--- src/rtl/ultrasonic_echo_emulator.sv ---
// Emulates an HC-SR04 style ultrasonic ranger: qualifies a trigger pulse, waits out
// the acoustic burst, returns an echo pulse whose width encodes the target distance.
module ultrasonic_echo_emulator #(
    parameter int TRIG_MIN_CYCLES = 500,
    parameter int BURST_CYCLES    = 10000,
    parameter int CYCLES_PER_CM   = 2900,
    parameter int TIMEOUT_CYCLES  = 1900000,
    parameter int HOLDOFF_CYCLES  = 500000
) (
    input  logic       clk,
    input  logic       rst,
    input  logic       trig,
    input  logic [7:0] distance,
    output logic       echo,
    output logic       busy,
    output logic       trig_err
);

    localparam int MAX_ECHO  = (TIMEOUT_CYCLES > 255 * CYCLES_PER_CM) ? TIMEOUT_CYCLES
                                                                       : 255 * CYCLES_PER_CM;
    localparam int MAX_PHASE = (HOLDOFF_CYCLES > BURST_CYCLES) ? HOLDOFF_CYCLES : BURST_CYCLES;
    localparam int MAX_EB    = (MAX_ECHO > MAX_PHASE) ? MAX_ECHO : MAX_PHASE;
    localparam int MAX_CNT   = (MAX_EB > TRIG_MIN_CYCLES) ? MAX_EB : TRIG_MIN_CYCLES;
    localparam int CNT_W     = $clog2(MAX_CNT + 1);

    localparam logic [CNT_W-1:0] ONE          = CNT_W'(1);
    localparam logic [CNT_W-1:0] TRIG_MIN_C   = CNT_W'(TRIG_MIN_CYCLES);
    localparam logic [CNT_W-1:0] BURST_LAST   = CNT_W'(BURST_CYCLES - 1);
    localparam logic [CNT_W-1:0] HOLDOFF_LAST = CNT_W'(HOLDOFF_CYCLES - 1);
    localparam logic [CNT_W-1:0] TIMEOUT_LAST = CNT_W'(TIMEOUT_CYCLES - 1);
    localparam logic [CNT_W-1:0] CPC          = CNT_W'(CYCLES_PER_CM);

    typedef enum logic [2:0] {
        IDLE,
        TRIG_HI,
        BURST,
        ECHO,
        HOLDOFF
    } state_t;

    state_t           state_q, state_d;
    logic [CNT_W-1:0] cnt_q, cnt_d;
    logic [7:0]       dist_q, dist_d;
    logic             trig_q;
    logic             echo_q, echo_d;
    logic             busy_q, busy_d;
    logic             trig_err_q, trig_err_d;

    logic             trig_rise;
    logic             trig_fall;
    logic [CNT_W-1:0] echo_len;
    logic [CNT_W-1:0] echo_last;

    assign trig_rise = trig & ~trig_q;
    assign trig_fall = ~trig & trig_q;

    // Counter width always covers 255 * CYCLES_PER_CM, so the product never truncates.
    assign echo_len  = CNT_W'(dist_q) * CPC;
    assign echo_last = (dist_q == 8'd0) ? TIMEOUT_LAST : (echo_len - ONE);

    always_comb begin
        // NOTE: every signal written here gets a default first so no latch is inferred.
        state_d    = state_q;
        cnt_d      = cnt_q;
        dist_d     = dist_q;
        trig_err_d = 1'b0;

        case (state_q)
            IDLE: begin
                if (trig_rise) begin
                    state_d = TRIG_HI;
                    cnt_d   = ONE;
                end
            end

            TRIG_HI: begin
                if (trig_fall) begin
                    if (cnt_q >= TRIG_MIN_C) begin
                        state_d = BURST;
                        dist_d  = distance;
                        cnt_d   = BURST_LAST;
                    end else begin
                        state_d    = IDLE;
                        cnt_d      = '0;
                        trig_err_d = 1'b1;
                    end
                end else if (cnt_q < TRIG_MIN_C) begin
                    cnt_d = cnt_q + ONE;
                end
            end

            // Phase counters load "length - 1" and leave the phase on the cycle they hit zero.
            BURST: begin
                if (cnt_q == '0) begin
                    state_d = ECHO;
                    cnt_d   = echo_last;
                end else begin
                    cnt_d = cnt_q - ONE;
                end
            end

            ECHO: begin
                if (cnt_q == '0) begin
                    state_d = HOLDOFF;
                    cnt_d   = HOLDOFF_LAST;
                end else begin
                    cnt_d = cnt_q - ONE;
                end
            end

            HOLDOFF: begin
                if (cnt_q == '0) begin
                    state_d = IDLE;
                    cnt_d   = '0;
                end else begin
                    cnt_d = cnt_q - ONE;
                end
            end

            default: begin
                state_d = IDLE;
                cnt_d   = '0;
            end
        endcase

        // Outputs are decoded from the next state and registered, so they never glitch.
        busy_d = (state_d == BURST) || (state_d == ECHO) || (state_d == HOLDOFF);
        echo_d = (state_d == ECHO);
    end

    always_ff @(posedge clk) begin
        // NOTE: sequential state uses non-blocking assignments so every flop samples pre-edge values.
        if (rst) begin
            state_q    <= IDLE;
            cnt_q      <= '0;
            dist_q     <= '0;
            trig_q     <= 1'b0;
            echo_q     <= 1'b0;
            busy_q     <= 1'b0;
            trig_err_q <= 1'b0;
        end else begin
            state_q    <= state_d;
            cnt_q      <= cnt_d;
            dist_q     <= dist_d;
            trig_q     <= trig;
            echo_q     <= echo_d;
            busy_q     <= busy_d;
            trig_err_q <= trig_err_d;
        end
    end

    assign echo     = echo_q;
    assign busy     = busy_q;
    assign trig_err = trig_err_q;

endmodule

--- config.mk ---
export PLATFORM = sky130hd
export DESIGN_NAME = ultrasonic_echo_emulator
export DESIGN_NICKNAME = d
export VERILOG_FILES = /design/src/rtl/ultrasonic_echo_emulator.sv
export SDC_FILE = /design/constraint.sdc
export NUM_CORES = 1
export LEC_CHECK = 0
export BUFFER_PORTS_ARGS = -buffer_cell sky130_fd_sc_hd__buf_2
export CORE_ASPECT_RATIO = 2
export CORE_UTILIZATION = 55
export CTS_BUF_LIST = sky130_fd_sc_hd__clkbuf_4
export DETAILED_ROUTE_END_ITERATION = 8
export PLACE_DENSITY = 0.72
export REMOVE_ABC_BUFFERS = 1
export SETUP_SLACK_MARGIN = 0.5
export SLEW_MARGIN = 20
export SYNTH_ARGS = -nofsm -noshare
export SYNTH_HDL_FRONTEND = slang
export SYNTH_SLANG_ARGS = --single-unit
--- constraint.sdc ---
create_clock -name clk -period 5.7 [get_ports clk]
set_input_delay 0 -clock clk [delete_from_list [all_inputs] [get_ports clk]]
set_output_delay 0 -clock clk [all_outputs]
set_load 0.03 [all_outputs]
==> After elaboration in Yosys (flattened, before gate mapping) <==
Index checks and enable logic that the tools add are counted.
{ "totals": {"in_bits": 11, "word_cells": 53, "regBits": 36, "out_inout_bits": 3} }
{ "op_classes": {"bitwise": 6, "multipliers": 1, "n_reduce_logical": 8, "mux": 17, "addsub": 3, "n_eq_ne": 9, "order_cmp": 2} }
{ "ops": {"columns": ["op", "n"], "rows": [
  ["$mux W21", 7],
  ["$pmux W21 S5", 1],
  ["$add A21 B1 Y21 const B", 1],
  ["$ge A21 B9 Y1 const B", 1],
  ["$logic_not A21 Y1", 1],
  ["$lt A21 B9 Y1 const B", 1],
  ["$sub A20 B1 Y21 const B", 1],
  ["$sub A21 B1 Y21 const B", 1],
  ["$mul A8 B10 Y18 const B", 1],
  ["$mux W3", 5],
  ["$pmux W3 S5", 1],
  ["$mux W14", 1],
  ["$eq A3 B2 Y1 const B", 4],
  ["$logic_not A8 Y1", 1],
  ["$eq A3 B3 Y1 const B", 2],
  ["$not A1 Y1", 4],
  ["$eq A3 B1 Y1 const B", 1],
  ["$logic_not A3 Y1", 1],
  ["$ne A3 B3 Y1 const B", 1],
  ["$reduce_and A3 Y1", 1],
  ["$reduce_or A3 Y1", 1],
  ["$and A1 B1 Y1", 2],
  ["$logic_or A1 B1 Y1", 2],
  ["$mux W2", 1],
  ["other kinds (3)", 3]
]} }

==> Longest topological paths before layout <==
{ "logic_depth": {"ltp_word": 7, "ltp_mapped": 17, "mapped_depth_nobuf": 17} }

==> Worst setup path before layout <==
Ideal clock, no wire load.
{ "synth_timing": {"path_kind": "register to register", "from": "register dist_q[2]", "to": "register cnt_q[18]", "path_stages_with_launch": 16, "synth_period_minus_slack_ps": 4570, "n_path_buf": 0, "setup_time_ps": 86, "t_arrival_ps": 4484, "t_required_ps": 5614, "slack_ps": 1130, "path_cell_list": "dfxtp_1 > ha_1 > inv_1 > fa_1 > inv_1 > fa_1 > fa_1 > ha_1 > a21o_1 > a41oi_1 > xor2_1 > a21boi_2 > o2111ai_1 > nor4_1 > xnor2_1 > a211oi_1"} }
{ "synth_between": {"elab_chain_cells": 5, "elab_cells_between_ends": 6, "classes_between": "add/sub: 1; mul: 1; mux: 3; reduce/logical: 1"} }
{ "synth_lines": {"columns": ["item", "line_no", "rtl"], "rows": [
  ["start: declaration", "43", "logic [7:0] dist_q, dist_d;"],
  ["start signal: assignment", "144", "dist_q <= dist_d;"],
  ["$mul A8 B10 Y18", "58", "assign echo_len = CNT_W'(dist_q) * CPC;"],
  ["$sub A20 B1 Y21", "59", "assign echo_last = (dist_q == 8'd0) ? TIMEOUT_LAST : (echo_len - ONE);"],
  ["$mux W21 (*)", "59", null],
  ["$mux W21 (*)", "94", "if (cnt_q == '0) begin"],
  ["$pmux W21 S5 (*)", "68", "case (state_q)"],
  ["end signal: assignment", "143", "cnt_q <= cnt_d;"],
  ["end: declaration", "42", "logic [CNT_W-1:0] cnt_q, cnt_d;"]
]} }
Mark *: on every way between the ends. The rest lies on a longest branch, timed or not.
A chain may end at the register's enable or synchronous reset.

==> Worst setup path in the final report <==
Ends and elaborated chain as after synthesis.

==> results_dict.tcl <==
set metrics [dict create \
    syn_area_per_cell_um2 7.98 \
    skew_ns 0.0240 \
    hold_viol 0 \
    synth_ff_type "dfxtp_1" \
    crit_arrival_ns 5.21 \
    period_minus_slack_ns 4.94 \
    area_growth_pct 5.49 \
    grt_max_degree 37 \
    hpwlAfterDp_um 9220 \
    antenna_found_initial 0 \
    syn_inst 546 \
    synth_area_leaders "dfxtp_1, ha_1, fa_1, nor2_1, a21oi_1" \
    pre_cts_ws_ns 0.687 \
    layout-drive-gt1-share_pct 7.59 \
    cts.clk_slew.worst_paths_ns 0.13 \
    synth_fa_ha_area_share_pct 22.9 \
    p_leak_nw 2.16 \
    grt_pass1_wl_um 19200 \
    die_w_um 64.9 \
    slew_headroom_pct 35.3 \
    synth_xor_xnor_area_share_pct 6.84 \
    portBuffers 13 \
    setup_violations 0 \
    synth_compound_area_share_pct 23.8 \
    r2r-start "dist_q[2]$_SDFFE_PP0P_" \
    cts_sinks 36 \
    cts-buffers-inserted 5 \
    holdCritStartpoint "rst" \
    cellPowerDensity_nw_per_um2 184 \
    crit_top_cell "fa_1" \
    final_common_cell "ha_1" \
    syn_area_um2 4360 \
    crit_fanout 6 \
    cpMaxStageDelayCell "fa_1" \
    synth_top_cell_by_area "dfxtp_1" \
    die_h_um 128 \
    die_area_um2 8300 \
    yosys_warnings 0 \
    h-tree-depth 2 \
    grt_overflow 0 \
    worst_slew_pin_slew_ns 0.968 \
    core_um2 7600 \
    nets 632 \
    synthArstFlopShare_pct 0 \
    place_congestion 0.942 \
    layout_common_cells "ha_1, nor2_1, inv_1, a21oi_1, dfxtp_1" \
    crit_path_end_kind "flop" \
    drc 0 \
    cts.path.max_buffers 2 \
    period_share_pct 86.6 \
    vias_per_cell 6.43 \
    synth-simple-area-share_pct 21.4 \
    num_vias 4157 \
    antenna_cells 0 \
    yosysSeqAreaShare_pct 16.5 \
    critPathLaunch "dist_q[2]$_SDFFE_PP0P_" \
    io_pins 14 \
    final_antenna_net_count 0 \
    drtIter0Drc 235 \
    routed_wl_um 11600 \
    dr.pass1.iters 5 \
    cp-start-kind "flop" \
    crit_type "reg -> reg" \
    rows 45 \
    fillCellCount 725 \
    cts_tree "done" \
    synth_top_area_share_pct 16.5 \
    cp_cell_sequence "ha_1 -> inv_1 -> fa_1 -> inv_1 -> fa_1 -> fa_1 -> ha_1 -> a21o_1 -> a41oi_2 -> xor2_1 -> a21boi_2 -> o2111ai_1 -> nor4_2 -> xnor2_1 -> a211oi_1" \
    synth_edf_count 0 \
    fin_ws_ns 0.762 \
    peakVddDrop_mv 0.110 \
    status "complete, no violations" \
    ys_types 66 \
    drv_slew 0 \
    grt_pass1_vias 4162 \
    cpPeakStageDelay_ns 0.50 \
    cts_root_buffer "clkbuf_4" \
    post_cts_buffers 0 \
    finalSetupTns_ns 0 \
    clk_latency_ns 0.37 \
    max_freq_mhz 203 \
    min_path_type "in -> reg" \
    routedWlPerCell_um 18.0 \
    start_util_pct 57.3 \
    synth_seq_cells 36 \
    maxCapViolCount 0 \
    grtUsageTotal_pct 29.9 \
    synth_mux_area_share_pct 2.07 \
    grt_setup_unrepaired "no" \
    synth_top_family_by_area "compound AO/OA/AOI/OAI gates" \
    required_ns 5.97 \
    power.total_mw 0.843 \
]
-- cell families (layout without fill, tap and decap cells) --
logic type / Yosys count / in the layout
flip-flops: 36 / 36
AO/OA/AOI/OAI: 153 / 153
buffers and inverters: 68 / 75
multiplexers: 9 / 9
adder cells (fa/ha/maj): 69 / 69
AND/OR/NAND/NOR: 177 / 177
XOR/XNOR: 34 / 34
-- repair_timing --
item,CTS,global route
hold buffers,9,0
gates resized for setup,0,2
hold endpoints to repair,10,0
endpoints found under the setup margin,0,3
-- synth_stat cells (4+ instances only) --
cell type  count
nand4_1       10
buf_2          5
a31oi_1        4
or2_2          5
o21a_1         9
mux2i_1        9
a211oi_1       7
dfxtp_1       36
nand3_1       11
or3_1         10
o21ai_0       34
a21oi_1       37
nor2_1        50
xor2_1        15
o211ai_1       7
a21o_1        11
clkbuf_1      17
ha_1          51
nor4_1         8
inv_1         43
nor2b_1        6
xnor2_1       19
a311oi_1       6
nor3_1        25
fa_1          18
nand2_1       27
-- power breakdown --
part / total, mW / internal (mW) / switching, mW
clock network: 0.147 / 0.0517 / 0.0954
logic: 0.404 / 0.159 / 0.246
registers: 0.292 / 0.265 / 0.0273
-- path summary, 6_finish.rpt --
check,to,slack (ns),depth (start not counted)
setup / recovery,cnt_q[18]$_SDFFE_PP0P_,0.76,15
hold / removal,cnt_q[11]$_SDFFE_PP0P_,0.16,2
setup reg to reg,cnt_q[18]$_SDFFE_PP0P_,0.76,15
hold reg to reg,cnt_q[15]$_SDFFE_PP0P_,0.50,2
-- final cells by class --
cell class	instances	area, um2	share of cell area (%)
tap	94	118	2.56
multi-input combinational	442	3370	73.3
timing repair buffer	24	170	3.70
clock inverter	2	11.3	0.245
inverter	43	161	3.51
clock buffer	6	45.0	0.980
sequential	36	721	15.7
-- routing by layer --
| metal | part of all wire, % | GRT usage (%) |
|---|---|---|
| met4 | 6.7 | 20.4 |
| met2 | 55 | 56.6 |
| met3 | 3.5 | 4.00 |
| met5 | 0 | 0 |
| met1 | 35 | 28.3 |
-- through the flow --
stage	hold WS, ns	cells	util (%)	cell area, um2
after CTS	0.169	647	60.3	4580
after detailed placement	0.236	630	58.3	4430
after global placement	0.226	630	58.3	4430
after floorplan	0.0665	521	-	4240
after global routing	0.187	647	60.4	4590
final	0.160	647	60.4	4590
-- critical path, delay by kind of cell, from the launching register on --
kind                     cells  cell delay (ns)
buffers and inverters        2             0.12
AND/OR/NAND/NOR              1             0.43
flip-flops                   1             0.37
adder cells (fa/ha/maj)      5             2.19
XOR/XNOR                     2             0.40
AO/OA/AOI/OAI                5             1.33
-- registers in the layout, indices dropped and copies added (netlist names) --
register and flops:
echo 1, dist_q 8, busy 1, state_q 3
trig_err 1, trig_q 1, cnt_q 21
No activity file was read; power rests on OpenSTA's default activity.
